<file path="src/rtl/clkmeas.sv">
`timescale 1ns/1ps
// clkmeas: measures period and high time of a slow asynchronous square wave in clk_in cycles.
// Stall detection is compiled in when CLKMEAS_TIMEOUT_EN is defined.
module clkmeas #(
  parameter int WIDTH       = 32,
  parameter int SYNC_STAGES = 2,
  parameter int TIMEOUT     = 1000000
) (
  input  logic             clk_in,
  input  logic             rst,
  input  logic             sig_in,
  output logic [WIDTH-1:0] period,
  output logic [WIDTH-1:0] high_time,
  output logic             meas_valid,
  input  logic             meas_ready,
  output logic             overrun,
  input  logic             clr_ovr,
  output logic             stalled
);
  typedef enum logic [1:0] {S_IDLE = 2'd0, S_HIGH = 2'd1, S_LOW = 2'd2} state_t;
  localparam logic [WIDTH-1:0] LP_MAX = '1;

  logic [SYNC_STAGES-1:0] r_sync;
  logic                   r_prev;
  logic [WIDTH-1:0]       r_cnt, r_high_cap, r_period, r_high;
  logic                   r_valid, r_ovr;
  state_t                 r_state, w_state_next;
  logic                   w_synced, w_rise, w_fall, w_edge, w_timeout;
  logic                   w_publish, w_cap_high, w_xfer, w_load, w_drop;
  logic [WIDTH-1:0]       w_cap, w_period;
  logic [WIDTH:0]         w_sum;

  always_ff @(posedge clk_in) begin
    if (rst) begin
      r_sync <= '0;
      r_prev <= 1'b0;
    end else begin
      r_sync <= {r_sync[SYNC_STAGES-2:0], sig_in};
      r_prev <= r_sync[SYNC_STAGES-1];
    end
  end

  assign w_synced = r_sync[SYNC_STAGES-1];
  assign w_rise   = w_synced & ~r_prev;
  assign w_fall   = ~w_synced & r_prev;
  assign w_edge   = w_rise | w_fall;
  assign w_cap    = (r_cnt == LP_MAX) ? LP_MAX : r_cnt + 1'b1;

  // The counter restarts on every edge, so a period is the sum of its high and low phases.
  assign w_sum    = {1'b0, r_high_cap} + {1'b0, w_cap};
  assign w_period = w_sum[WIDTH] ? LP_MAX : w_sum[WIDTH-1:0];

  always_ff @(posedge clk_in) begin
    if (rst)                  r_cnt <= '0;
    else if (w_edge)          r_cnt <= '0;
    else if (r_cnt != LP_MAX) r_cnt <= r_cnt + 1'b1;
  end

`ifdef CLKMEAS_TIMEOUT_EN
  localparam logic [WIDTH-1:0] LP_TO_LAST = WIDTH'(TIMEOUT - 1);
  logic r_stalled;

  // An edge in the same cycle proves the input is alive, so it outranks the timeout.
  assign w_timeout = (r_state != S_IDLE) && !w_edge && (r_cnt == LP_TO_LAST);

  always_ff @(posedge clk_in) begin
    if (rst)            r_stalled <= 1'b0;
    else if (w_timeout) r_stalled <= 1'b1;
    else if (w_rise)    r_stalled <= 1'b0;
  end
  assign stalled = r_stalled;
`else
  logic w_unused_timeout;
  assign w_unused_timeout = (TIMEOUT != 0);
  assign w_timeout        = 1'b0;
  assign stalled          = 1'b0;
`endif

  always_ff @(posedge clk_in) begin
    if (rst) r_state <= S_IDLE;
    else     r_state <= w_state_next;
  end

  always_comb begin
    w_state_next = r_state;
    case (r_state)
      S_IDLE:  if (w_rise) w_state_next = S_HIGH;
      S_HIGH:  if (w_fall) w_state_next = S_LOW;
      S_LOW:   if (w_rise) w_state_next = S_HIGH;
      default: w_state_next = S_IDLE;
    endcase
    if (w_timeout) w_state_next = S_IDLE;
  end

  always_comb begin
    w_publish  = 1'b0;
    w_cap_high = 1'b0;
    case (r_state)
      S_HIGH:  w_cap_high = w_fall;
      S_LOW:   w_publish  = w_rise;
      default: ;
    endcase
  end

  assign w_xfer = r_valid & meas_ready;
  assign w_load = w_publish & (~r_valid | w_xfer);
  assign w_drop = w_publish & r_valid & ~meas_ready;

  always_ff @(posedge clk_in) begin
    if (rst) begin
      r_high_cap <= '0;
      r_period   <= '0;
      r_high     <= '0;
      r_valid    <= 1'b0;
      r_ovr      <= 1'b0;
    end else begin
      if (w_cap_high) r_high_cap <= w_cap;
      if (w_load) begin
        r_period <= w_period;
        r_high   <= r_high_cap;
        r_valid  <= 1'b1;
      end else if (w_xfer) begin
        r_valid  <= 1'b0;
      end
      r_ovr <= w_drop | (r_ovr & ~clr_ovr);
    end
  end

  assign period     = r_period;
  assign high_time  = r_high;
  assign meas_valid = r_valid;
  assign overrun    = r_ovr;
endmodule

</file>
<file path="config.mk">
export PLATFORM = sky130hd
export DESIGN_NAME = clkmeas
export DESIGN_NICKNAME = d
export VERILOG_FILES = /design/src/rtl/clkmeas.sv
export SDC_FILE = /design/constraint.sdc
export NUM_CORES = 1
export LEC_CHECK = 0
export CAP_MARGIN = 20
export CORE_ASPECT_RATIO = 0.6
export CORE_MARGIN = 10
export CORE_UTILIZATION = 54
export DETAILED_ROUTE_END_ITERATION = 7
export GPL_ROUTABILITY_DRIVEN = 0
export GPL_TIMING_DRIVEN = 0
export PLACE_DENSITY_LB_ADDON = 0.05
export SETUP_SLACK_MARGIN = 0.05
export SLEW_MARGIN = 20
export SYNTH_ARGS = -nofsm -noshare
export SYNTH_HDL_FRONTEND = slang
export SYNTH_SLANG_ARGS = --single-unit
</file>
<file path="constraint.sdc">
create_clock -name clk_in -period 4 [get_ports clk_in]
set_input_delay 0.8 -clock clk_in [delete_from_list [all_inputs] [get_ports clk_in]]
set_output_delay 0.8 -clock clk_in [all_outputs]
set_load 0.01 [all_outputs]
</file>
* Word level (Yosys, flattened, before mapping)
Index checks and enable logic that the tools add are counted.
** Cells by class
- Multiplexer cells :: 9
- Bitwise operators :: 15
- Magnitude comparators :: 0
- Eq/ne operators :: 6
- Divide/modulo/power cells :: 0
- Multiply operators :: 0
- Reductions and logical operators :: 5
- Add/subtract/negate cells :: 2
- Shift-type cells :: 0
** Operators by type and width (number)
- 32-bit two-way mux :: 2
- 32-bit by 32-bit adder with 33-bit output :: 1
- 32-bit by 1-bit adder with 32-bit output, second input constant :: 1
- 32-bit == test, second input constant :: 1
- 32-bit != test, second input constant :: 1
- 1-bit bitwise AND :: 7
- 1-bit inverter :: 5
- 1-bit two-way mux :: 4
- 2-bit two-way mux :: 2
- 2-bit one-hot mux with 2 select lines :: 1
- 2-bit OR reduction :: 2
- 1-bit bitwise OR :: 3
- 2-bit by 1-bit == test with 1-bit output, second input constant :: 1
- 2-bit == test, second input constant :: 1
- 2-bit logical NOT :: 1
- 2-bit by 1-bit != test with 1-bit output, second input constant :: 1
- 2-bit != test, second input constant :: 1
- 2-bit AND reduction :: 1
- 2-bit nonzero test :: 1
** Word-level totals
- Word-level logic and storage cells :: 46
- Memories :: 0
- Output and inout port bits :: 67
- Input port bits :: 5
- ROM bits :: 0
- Register bits :: 135
- Memory bits (writable) :: 0
- Bits in latches :: 0

* Logic depth before layout (Yosys ltp)
Gate-level depths: netlist of the first run.
- Depth after elaboration :: 6
- Mapped depth :: 18
- Gate-level depth less buffers :: 17

* Worst setup path before layout of the first run
No wires, ideal clock.
- Path kind :: register to register
- Start :: register r_cnt[0]
- End :: register r_period[25], in the netlist period[25]
- Slack :: 0.420 ns
- Period minus slack after synthesis :: 3.580 ns
- Setup time :: 0.103 ns
- Data arrival time :: 3.477 ns
- Path buffers :: 0
- Cell stages (with the launch flop) :: 17
- Cells stage by stage :: dfxtp_1 -> ha_1 -> nand4_1 -> nor4_4 -> nand3_1 -> nand2_1 -> ha_1 -> inv_1 -> fa_1 -> nand2b_1 -> a21oi_1 -> o21ai_1 -> o21ai_4 -> a21oi_2 -> o21a_2 -> and2_4 -> a2111oi_2
** On the way
- Word-level cells in the longest chain between the ends :: 4
** Ends and longest elaborated chain
- start, declared :: line 25 : logic [WIDTH-1:0] r_cnt, r_high_cap, r_period, r_high;
- start signal, assigned :: line 56 : else if (r_cnt != LP_MAX) r_cnt <= r_cnt + 1'b1;
- 32-bit by 1-bit adder with 32-bit output or 32-bit == test (tied branches) :: line 47 : assign w_cap = (r_cnt == LP_MAX) ? LP_MAX : r_cnt + 1'b1;
- 32-bit two-way mux (*) :: line 47
- net w_cap[0] :: line 30 : logic [WIDTH-1:0] w_cap, w_period;
- 32-bit by 32-bit adder with 33-bit output (*) :: line 50 : assign w_sum = {1'b0, r_high_cap} + {1'b0, w_cap};
- 32-bit two-way mux (*) :: line 51 : assign w_period = w_sum[WIDTH] ? LP_MAX : w_sum[WIDTH-1:0];
- end signal, assigned :: line 119 : r_period <= w_period;
- end, declared :: line 25
The timed path passes the listed nets; every way through them passes the cells marked *.
A chain may end at the register's enable or synchronous reset.

* Worst setup path in the final report of the first run
- Start :: register r_cnt[10]
- End :: register r_period[25], in the netlist period[25]
Same word-level chain as after synthesis.

==> results of run 1 <==
==> final cells by class <==
class | instances | share of cell area [%]
timing repair buffer | 87 | 9.11
sequential | 135 | 29.8
buffer | 41 | 2.33
clock buffer | 21 | 5.15
inverter | 43 | 1.77
clock inverter | 11 | 2.11
multi-input combinational | 640 | 47.4
tap | 170 | 2.33
==> per-layer routing <==
layer,GRT usage (%),up-vias,wire (um)
li1,-,3168,-
met1,33.3,3102,10300
met2,31.2,296,8620
met3,5.51,24,2040
met4,6.19,0,343
met5,0,-,0
==> power by group through the flow <==
stage	combinational, uW	sequential [uW]	clock [uW]
final	86.0	1360	1750
after global routing	91.3	1360	1830
after CTS	80.3	1360	1760
after detailed placement	78.0	1390	0
after global placement	74.6	1390	0
after floorplan	48.3	1390	0
==> placed cells by master (no fill, tap or decap), types with 22 or more instances in the layout <==
master and instances:
inv_1 41, nand2_1 120, dfxtp_1 126, a211oi_1 46, clkdlybuf4s50_1 70, clkbuf_1 31
xnor2_1 27, a21oi_1 65, xor2_1 22, ha_1 23, nor2_1 123
==> Yosys cell counts, drive strengths merged (2+ instances only) <==
cell type	count
xnor2	27
nor2b	12
a2111oi	4
nor2	135
nand3b	2
a31oi	6
a41oi	2
clkbuf	32
o21a	2
and3	11
a211oi	59
nand4	7
a21oi	77
a311o	2
o21bai	4
xor2	23
o21ai	19
nor3	5
nand3	19
or2	2
nor3b	3
a21o	18
o211ai	3
nand2b	5
ha	35
a31o	2
dfxtp	135
inv	43
and4	4
and2	9
o2111ai	2
o31ai	2
buf	10
a211o	2
mux2	3
nand2	122
==> kinds of logic (layout without fill, tap and decap cells) <==
kind of cell,count (synthesis),in the layout
xor+xnor,50,50
compound gates,209,209
simple gates,340,340
mux,4,4
other cells,1,1
flops,135,135
buf+inv,85,203
fa+ha+maj,36,36
==> stage by stage <==
| stage | hold WS, ns | std cells | setup TNS, ns | instance area, um^2 | utilization, % |
|---|---|---|---|---|---|
| after floorplan | 0.414 | 860 | 0 | 7050 | - |
| after detailed placement | 0.448 | 1100 | -15.03 | 7960 | 62.1 |
| final | 0.450 | 1148 | 0 | 9130 | 71.3 |
| after CTS | 0.452 | 1137 | 0 | 8780 | 68.5 |
| after global routing | 0.468 | 1148 | -0.663 | 9130 | 71.3 |
| after global placement | 0.430 | 1100 | -10.41 | 7960 | 62.1 |
==> repair_timing <==
action	in CTS	in global routing
hold buffers	0	0
setup buffers	6	11
gates resized for setup	31	70
endpoints found under the hold margin	0	0
setup endpoints to repair	32	31
pin swaps	9	19
==> sequential cells by signal, summed over array words and instances (netlist names) <==
register / count
r_prev: 1
overrun: 1
r_cnt: 32
high_time: 32
meas_valid: 1
r_high_cap: 32
r_state: 2
r_sync: 2
period: 32
==> path summary, 6_finish.rpt <==
| check | from | endpoint | slack, ns | depth (start not counted) |
|---|---|---|---|---|
| worst min register to register | r_sync[0] | r_sync[1] | 0.45 | 1 |
| worst max-delay path | r_cnt[10] | period[25] | 0.12 | 18 |
| worst max register to register | r_cnt[10] | period[25] | 0.12 | 18 |
| worst min-delay path | r_sync[0] | r_sync[1] | 0.45 | 1 |
==> out/qor.csv, run 1 <==
stage,metric,value,unit
yosys,Synth Area in XOR/XNOR,6.21,%
yosys,Synth Warn #,0,
global_routing,Tot GR Track Use,22.4,%
detailed_routing,routed len/inst,18.5,um
yosys,Synth Area in Adders,6.50,%
detailed_routing,drc violations,0,
pwr,Seq pwr share,42.5,%
detailed_routing,post-route antenna net violation count,0,
global_routing,largest net degree at the start of global routing,17,
cts,Clock Sinks,135,
timing,worst setup margin,0.122,ns
layout,# diodes,0,
detailed_routing,drt pass-1 iters,5,
pwr,maximum vdd ir drop,312,uV
yosys,Area contributors post-synth,"dfxtp_1, nor2_1, nand2_1, ha_1, a21oi_1",
layout,Storage cell area,2720,um^2
pwr,Pwr Total,3200,uW
timing,RSZ-0062 raised after global routing,true,
yosys,"EDFF count, synth",0,
pwr,clock power share,54.8,%
placed_design,dpl hpwl,15800,um
placed_design,# port buffers,70,
layout,Synth-to-Final Area Change,29.6,%
cts,CTS buffer count,17,
setup_path,slowest cell on the critical path,dfxtp_4,
yosys,Synth Instances,860,
timing,final setup vio count,0,
die,row cnt,32,
setup_path,WS Path Type,flip-flop to flip-flop,
yosys,mux cell area share after synthesis,0.728,%
setup_path,CP Data Arrival Time,4.14,ns
timing,pins over their slew limit,0,
die,die area,18200,um^2
die,# IOs,72,
cts,Worst-path clk slew,0.06,ns
yosys,simple-gate share of the synthesized area,21.5,%
global_routing,first-pass GRT wire length,32900,um
timing,relative slew slack,35.1,%
pwr,PD cells,350,nW/um^2
detailed_routing,Vias/cell,5.74,
yosys,#FFs+latches synth,135,
detailed_routing,DRT Wirelength,21300,um
yosys,Synth area leader,dfxtp_1,
global_routing,vias in the first global route,6024,
setup_path,CP max FO,7,
layout,multi-input logic area,4330,um^2
pwr,Net Switching,662,uW
yosys,share of the synthesized area in the top cell type,38.4,%
setup_path,Worst path max stage delay,0.37,ns
cts,CTS tree,yes,
die,Initial Util,55.0,%
global_routing,GRT overflow,0,
pwr,Internal Power,2530,uW
cts,H-tree depth,4,
timing,Final Hold Viols,0,
job,Max-Cap Viols,0,
cts,clock root buffer,clkbuf_16,
yosys,Post-synth ARST share,0,%
setup_path,Crit path max-delay family,compound AO/OA/AOI/OAI gates,
yosys,largest family of logic cells by synthesized area,simple AND/OR/NAND/NOR gates,
timing,worst slew pin tran,0.970,ns
pwr,Comb pwr share,2.7,%
layout,ratio of cells with drive above 1 in the final layout,17.1,%
timing,fin crit period,3.88,ns
setup_path,CP bufs+invs,2,
yosys,"Distinct cells, synth",71,
detailed_routing,DR vias,6590,
layout,Nets,1006,
placed_design,dpl ws,-0.610,ns
yosys,Mapped Area,7050,um^2
pwr,Leak Pwr,0.00353,uW
setup_path,crit-path cells,and4_4 > and3_4 > nand4_1 > nor3_2 > buf_4 > nand2_1 > xnor2_1 > nor2_2 > inv_2 > ha_4 > a21o_1 > a21o_1 > a21oi_2 > o31ai_4 > a21oi_4 > o21ai_4 > a2111oi_4 > a2111oi_2,
detailed_routing,DRT iter0 DRCs,501,
timing,Final Cycle Share,97.0,%
setup_path,CP endpoint kind,flip-flop,
timing,Final Skew,0.00671,ns
run_status,outcome,"finished, final reports clean",
setup_path,CP Launch Type,flip-flop,
die,die width,167,um
yosys,top_reg_cell synth,dfxtp_1,
timing,Fmax,258,MHz
worst_hold_path,worst hold-check path type,flip-flop to flip-flop,
yosys,sequential fraction of the synthesis area,38.4,%
cts,Max clock buf depth,2,
setup_path,Crit path required time,4.27,ns
layout,Layout fillers,1006,
pwr,sw frac,20.7,%
yosys,syn_area_per_cell,8.19,um^2
cts,Skew-Pair Late Insertion Delay,0.42,ns
global_routing,initial antenna violation count,0,
setup_path,Crit path top cell by count,a21o_1,
die,Core ar.,12800,um^2
die,die height,108,um
yosys,syn_nets,901,
yosys,complex-gate fraction of the synthesized area,21.5,%
No activity file was read; power rests on OpenSTA's default activity.
==> run 2: changes to the inputs <==
==> constraint.sdc (replaced) <==
create_clock -name clk_in -period 4.95 [get_ports clk_in]
set_input_delay 0.99 -clock clk_in [delete_from_list [all_inputs] [get_ports clk_in]]
set_output_delay 0.99 -clock clk_in [all_outputs]
set_load 0.01 [all_outputs]
==> run 2 against run 1 <==
  * Sequential share of layout area is 1.5 points higher
  * Critical path type unchanged
  * Combinational power is 25% lower
  * Clock skew is 0.0014 ns higher
  * Design area is 5.4% lower
  * Flip-flop and latch count stayed put
==> out/qor.csv, run 2 (synthesis gave the netlist of run 1 again) <==
stage,metric,value,unit
run_status,outcome,"finished, final reports clean",
timing,worst slew pin tran,0.947,ns
layout,ratio of cells with drive above 1 in the final layout,8.82,%
worst_hold_path,WHS Endpoint,r_sync[1],
pwr,Internal Power,2050,uW
timing,Fin Hold WS,0.450,ns
cts,Clock Sinks,135,
timing,Fmax,219,MHz
die,row cnt,32,
setup_path,FF-to-FF End,period[25],
detailed_routing,DRT Wirelength,20300,um
job,Max-Cap Viols,0,
global_routing,Tot GR Track Use,22.2,%
placed_design,# port buffers,70,
die,die area,18200,um^2
global_routing,initial antenna violation count,0,
global_routing,largest net degree at the start of global routing,17,
detailed_routing,DRT iter0 DRCs,523,
cts,"Hold-fix buffers, CTS",0,
timing,final setup vio count,0,
cts,CTS buffer count,17,
cts,# resized after CTS,0,
detailed_routing,routed len/inst,17.9,um
timing,relative slew slack,36.7,%
pwr,sw frac,20.7,%
pwr,clock power share,55.0,%
cts,Skew-Pair Late Insertion Delay,0.42,ns
die,die width,167,um
detailed_routing,DR vias,6530,
setup_path,CP Data Arrival Time,4.88,ns
setup_path,Crit path required time,5.26,ns
setup_path,Reg2Reg Depth,16,
setup_path,Crit path top cell by count,ha_1,
timing,Final Hold Viols,0,
pwr,maximum vdd ir drop,253,uV
global_routing,vias in the first global route,5968,
pwr,Leak Pwr,0.00341,uW
setup_path,CP Launch Type,flip-flop,
setup_path,CP endpoint kind,flip-flop,
detailed_routing,drt pass-1 iters,5,
cts,H-tree depth,4,
die,Core ar.,12800,um^2
setup_path,Worst path max stage delay,0.45,ns
pwr,Net Switching,533,uW
setup_path,crit-path cells,ha_1 > nand4_1 > nor4_4 > nand3_1 > nand2_1 > ha_1 > inv_1 > fa_1 > nand2b_1 > a21oi_1 > o21ai_1 > o21ai_4 > a21oi_2 > o21a_2 > and2_4 > a2111oi_2,
layout,Synth-to-Final Area Change,22.6,%
worst_hold_path,worst hold-check path type,flip-flop to flip-flop,
pwr,PD cells,299,nW/um^2
cts,postcts setup bufs,0,
timing,setup_tns,0,ns
detailed_routing,drc violations,0,
global_routing,GRT overflow,0,
setup_path,Reg-to-Reg Start,r_cnt[0],
timing,pins over their slew limit,0,
die,die height,108,um
layout,most frequent cells in the layout,"dfxtp_1, nor2_1, nand2_1",
layout,Layout fillers,1091,
timing,RSZ-0062 raised after global routing,false,
setup_path,CP max FO,8,
setup_path,slowest cell on the critical path,dfxtp_1,
global_routing,first-pass GRT wire length,32500,um
timing,Final Skew,0.00809,ns
detailed_routing,post-route antenna net violation count,0,
setup_path,WS Path Type,flip-flop to flip-flop,
die,Initial Util,55.0,%
worst_hold_path,min-delay src,r_sync[0],
pwr,Comb pwr share,2.5,%
timing,fin crit period,4.57,ns
worst_hold_path,hold depth,1,
pwr,Seq pwr share,42.5,%
layout,# diodes,0,
placed_design,dpl hpwl,15800,um
cts,CTS tree,yes,
die,# IOs,72,
layout,"commonest non-fill, non-tap cell in the layout",dfxtp_1,
cts,Worst-path clk slew,0.06,ns
cts,Max clock buf depth,2,
timing,Final Cycle Share,92.3,%
setup_path,reg2reg setup slack,0.38,ns
cts,clock root buffer,clkbuf_16,
detailed_routing,Vias/cell,5.76,
layout,Nets,992,
-- run 2: changes by cell type in the layout (fill, tap and decap cells not counted), sizes merged --
cell	previous run	this run
clkbuf	51	53
buf	28	12
-- run 2: worst max-delay path: cells and delay by family, from the launching register on --
family / cells / cell delay [ns]
compound gates: 6 / 1.39
simple gates: 6 / 1.59
buf+inv: 1 / 0.08
flops: 1 / 0.45
fa+ha+maj: 3 / 0.95
-- run 2: worst max-delay path by stage --
stage / depth (start not counted) / from / to
5_1_grt: 18 / r_cnt[2] / period[24]
6_report: 16 / r_cnt[0] / period[25]
2_1_floorplan: 16 / r_cnt[0] / period[25]
3_3_place_gp: 16 / r_cnt[0] / period[25]
4_1_cts: 16 / r_cnt[0] / period[25]
3_5_place_dp: 16 / r_cnt[0] / period[25]
-- run 2: final cells by class --
cell class | count | area [um^2] | area share, %
multi-input combinational | 640 | 3990 | 46.1
sequential | 135 | 2700 | 31.3
timing repair buffer | 72 | 716 | 8.29
clock buffer | 21 | 470 | 5.45
tap | 170 | 213 | 2.46
buffer | 42 | 196 | 2.27
clock inverter | 11 | 193 | 2.23
inverter | 43 | 161 | 1.87
-- run 2: per-stage QoR --
stage / total power, uW / instance area, um^2 / worst slack, ns / cells / utilization [%]
3_3_place_gp: 1180 / 7960 / 0.505 / 1100 / 62.1
2_1_floorplan: 1160 / 7050 / 1.37 / 860 / -
4_1_cts: 2580 / 8620 / 0.335 / 1132 / 67.3
3_5_place_dp: 1180 / 7960 / 0.340 / 1100 / 62.1
6_report: 2580 / 8640 / 0.383 / 1134 / 67.4
5_1_grt: 2650 / 8640 / 0.116 / 1134 / 67.4
-- run 2: per-layer routing --
metal | part of all wire, % | vias to the layer above | GRT usage, %
li1 | - | 3143 | -
met1 | 51 | 3089 | 33.2
met2 | 39 | 270 | 30.4
met3 | 8.6 | 28 | 5.47
met4 | 1.6 | 0 | 6.13
met5 | 0 | - | 0
-- run 2: power by group through the flow --
stage                     clock network, uW  logic, uW  registers [uW]
after floorplan                           0       39.0            1120
after global placement                    0       60.3            1120
after detailed placement                  0       63.0            1120
after CTS                              1420       63.4            1100
after global routing                   1480       69.6            1100
final                                  1420       64.7            1100
==> run 3: changes to the inputs <==
--- a/config.mk
+++ b/config.mk
@@ -6,11 +6,12 @@
 export NUM_CORES = 1
 export LEC_CHECK = 0
 export CAP_MARGIN = 20
+export CELL_PAD_IN_SITES_DETAIL_PLACEMENT = 0
+export CELL_PAD_IN_SITES_GLOBAL_PLACEMENT = 1
 export CORE_ASPECT_RATIO = 0.6
 export CORE_MARGIN = 10
-export CORE_UTILIZATION = 54
+export CORE_UTILIZATION = 46
 export DETAILED_ROUTE_END_ITERATION = 7
-export GPL_ROUTABILITY_DRIVEN = 0
 export GPL_TIMING_DRIVEN = 0
 export PLACE_DENSITY_LB_ADDON = 0.05
 export SETUP_SLACK_MARGIN = 0.05
==> run 3 against run 2 <==
  * Hold slack lost 0.0033 ns
  * Combinational power shrank 0.8%
  * Highest routed layer unchanged
  * Count of clock-buffer cells in the layout shrank 3
  * Sequential power is essentially flat
  * Clock power shrank 12%
==> out/qor.csv, run 3 (synthesis gave the netlist of run 1 again) <==
stage,metric,value,unit
die,die height,116,um
detailed_routing,DRT iter0 DRCs,447,
die,# IOs,72,
cts,clock root buffer,clkbuf_16,
setup_path,CP Launch Type,flip-flop,
global_routing,initial antenna violation count,0,
detailed_routing,DRT Wirelength,20700,um
cts,Skew-Pair Late Insertion Delay,0.43,ns
global_routing,largest net degree at the start of global routing,17,
layout,"commonest non-fill, non-tap cell in the layout",dfxtp_1,
global_routing,GRT overflow,0,
setup_path,slowest cell on the critical path,dfxtp_1,
cts,H-tree depth,4,
worst_hold_path,worst hold-check path type,flip-flop to flip-flop,
layout,Synth-to-Final Area Change,21.7,%
timing,Final Skew,0.0137,ns
timing,Final Hold Viols,0,
placed_design,dpl hpwl,16400,um
die,die area,20800,um^2
pwr,PD cells,282,nW/um^2
die,row cnt,34,
setup_path,crit-path cells,ha_1 > nand4_1 > nor4_4 > nand3_1 > nand2_2 > ha_1 > inv_1 > fa_1 > nand2b_1 > a21oi_1 > o21ai_1 > o21ai_4 > a21oi_2 > o21a_2 > and2_4 > a2111oi_2,
layout,Layout fillers,1371,
timing,pins over their slew limit,0,
detailed_routing,post-route antenna net violation count,0,
detailed_routing,drt pass-1 iters,5,
die,die width,180,um
global_routing,first-pass GRT wire length,33500,um
timing,Fmax,218,MHz
setup_path,CP endpoint kind,flip-flop,
cts,Clock Sinks,135,
setup_path,Crit path top cell by count,ha_1,
timing,Fin Hold WS,0.446,ns
global_routing,vias in the first global route,6066,
job,Max-Cap Viols,0,
placed_design,# port buffers,70,
setup_path,Crit path required time,5.27,ns
setup_path,Worst path max stage delay,0.48,ns
placed_design,RePlAce Congestion,0.867,
timing,Final Cycle Share,92.6,%
layout,most frequent cells in the layout,"dfxtp_1, nor2_1, nand2_1",
timing,fin crit period,4.58,ns
die,Core ar.,14800,um^2
timing,RSZ-0062 raised after global routing,false,
layout,ratio of cells with drive above 1 in the final layout,8.64,%
detailed_routing,routed len/inst,17.9,um
setup_path,CP Data Arrival Time,4.91,ns
run_status,outcome,"finished, final reports clean",
pwr,Leak Pwr,0.00336,uW
cts,Max clock buf depth,2,
cts,Worst-path clk slew,0.06,ns
cts,CTS tree,yes,
detailed_routing,drc violations,0,
timing,final setup vio count,0,
setup_path,CP max FO,8,
pwr,maximum vdd ir drop,163,uV
layout,Nets,990,
global_routing,Tot GR Track Use,20.1,%
timing,setup_tns,0,ns
cts,CTS buffer count,17,
detailed_routing,DR vias,6294,
timing,relative slew slack,26.1,%
layout,# diodes,0,
die,Initial Util,47.7,%
timing,worst slew pin tran,1.10,ns
setup_path,WS Path Type,flip-flop to flip-flop,
detailed_routing,Vias/cell,5.43,
-- run 3: worst paths after layout --
path / from / endpoint / slack, ns / depth (start not counted)
worst max-delay path: r_cnt[0] / period[25] / 0.37 / 16
worst min-delay path: r_sync[0] / r_sync[1] / 0.45 / 1
worst max register to register: r_cnt[0] / period[25] / 0.37 / 16
worst min register to register: r_sync[0] / r_sync[1] / 0.45 / 1
-- run 3: area by class of cell --
cell class	count	area, um^2	share of cell area (%)
repair buffers	70	701	8.17
inverters	43	161	1.88
multi-input cells	640	3990	46.5
plain buffers	42	196	2.29
clock buffers	18	429	5.00
well taps	198	248	2.89
flip-flops and latches	135	2700	31.5
clock inverters	13	149	1.74
-- run 3: per-layer routing --
layer / share of wire (%) / up-vias / GRT usage (%)
met2: 36 / 202 / 25.8
met3: 7.6 / 34 / 5.20
li1: - / 3131 / -
met1: 53 / 2927 / 30.2
met4: 2.6 / 0 / 8.06
met5: 0 / - / 0
-- run 3: power breakdown --
group / switching, uW / internal, uW / total (uW)
Clock: 511 / 743 / 1250
Combinational: 46.1 / 18.1 / 64.2
Sequential: 5.77 / 1090 / 1100
-- run 3: through the flow --
stage	instances	area, um^2	setup slack, ns	power (uW)	utilization [%]
3_5_place_dp	1128	8000	0.373	1180	54.2
3_3_place_gp	1128	8000	0.413	1180	54.2
5_1_grt	1159	8580	0.0753	2490	58.1
6_report	1159	8580	0.367	2420	58.1
4_1_cts	1159	8570	0.336	2430	58.1
2_1_floorplan	860	7050	1.37	1160	-
-- run 3: timing repair --
action,4_1_cts,5_1_grt
gates resized for setup,0,1
setup buffers,0,0
endpoints found under the setup margin,0,1
hold buffers,0,0
-- run 3: critical path, delay by kind of cell, from the launching register on --
kind            cells  cell delay [ns]
compound gates      6             1.37
buf+inv             1             0.08
simple gates        6             1.63
fa+ha+maj           3             0.92
flops               1             0.48
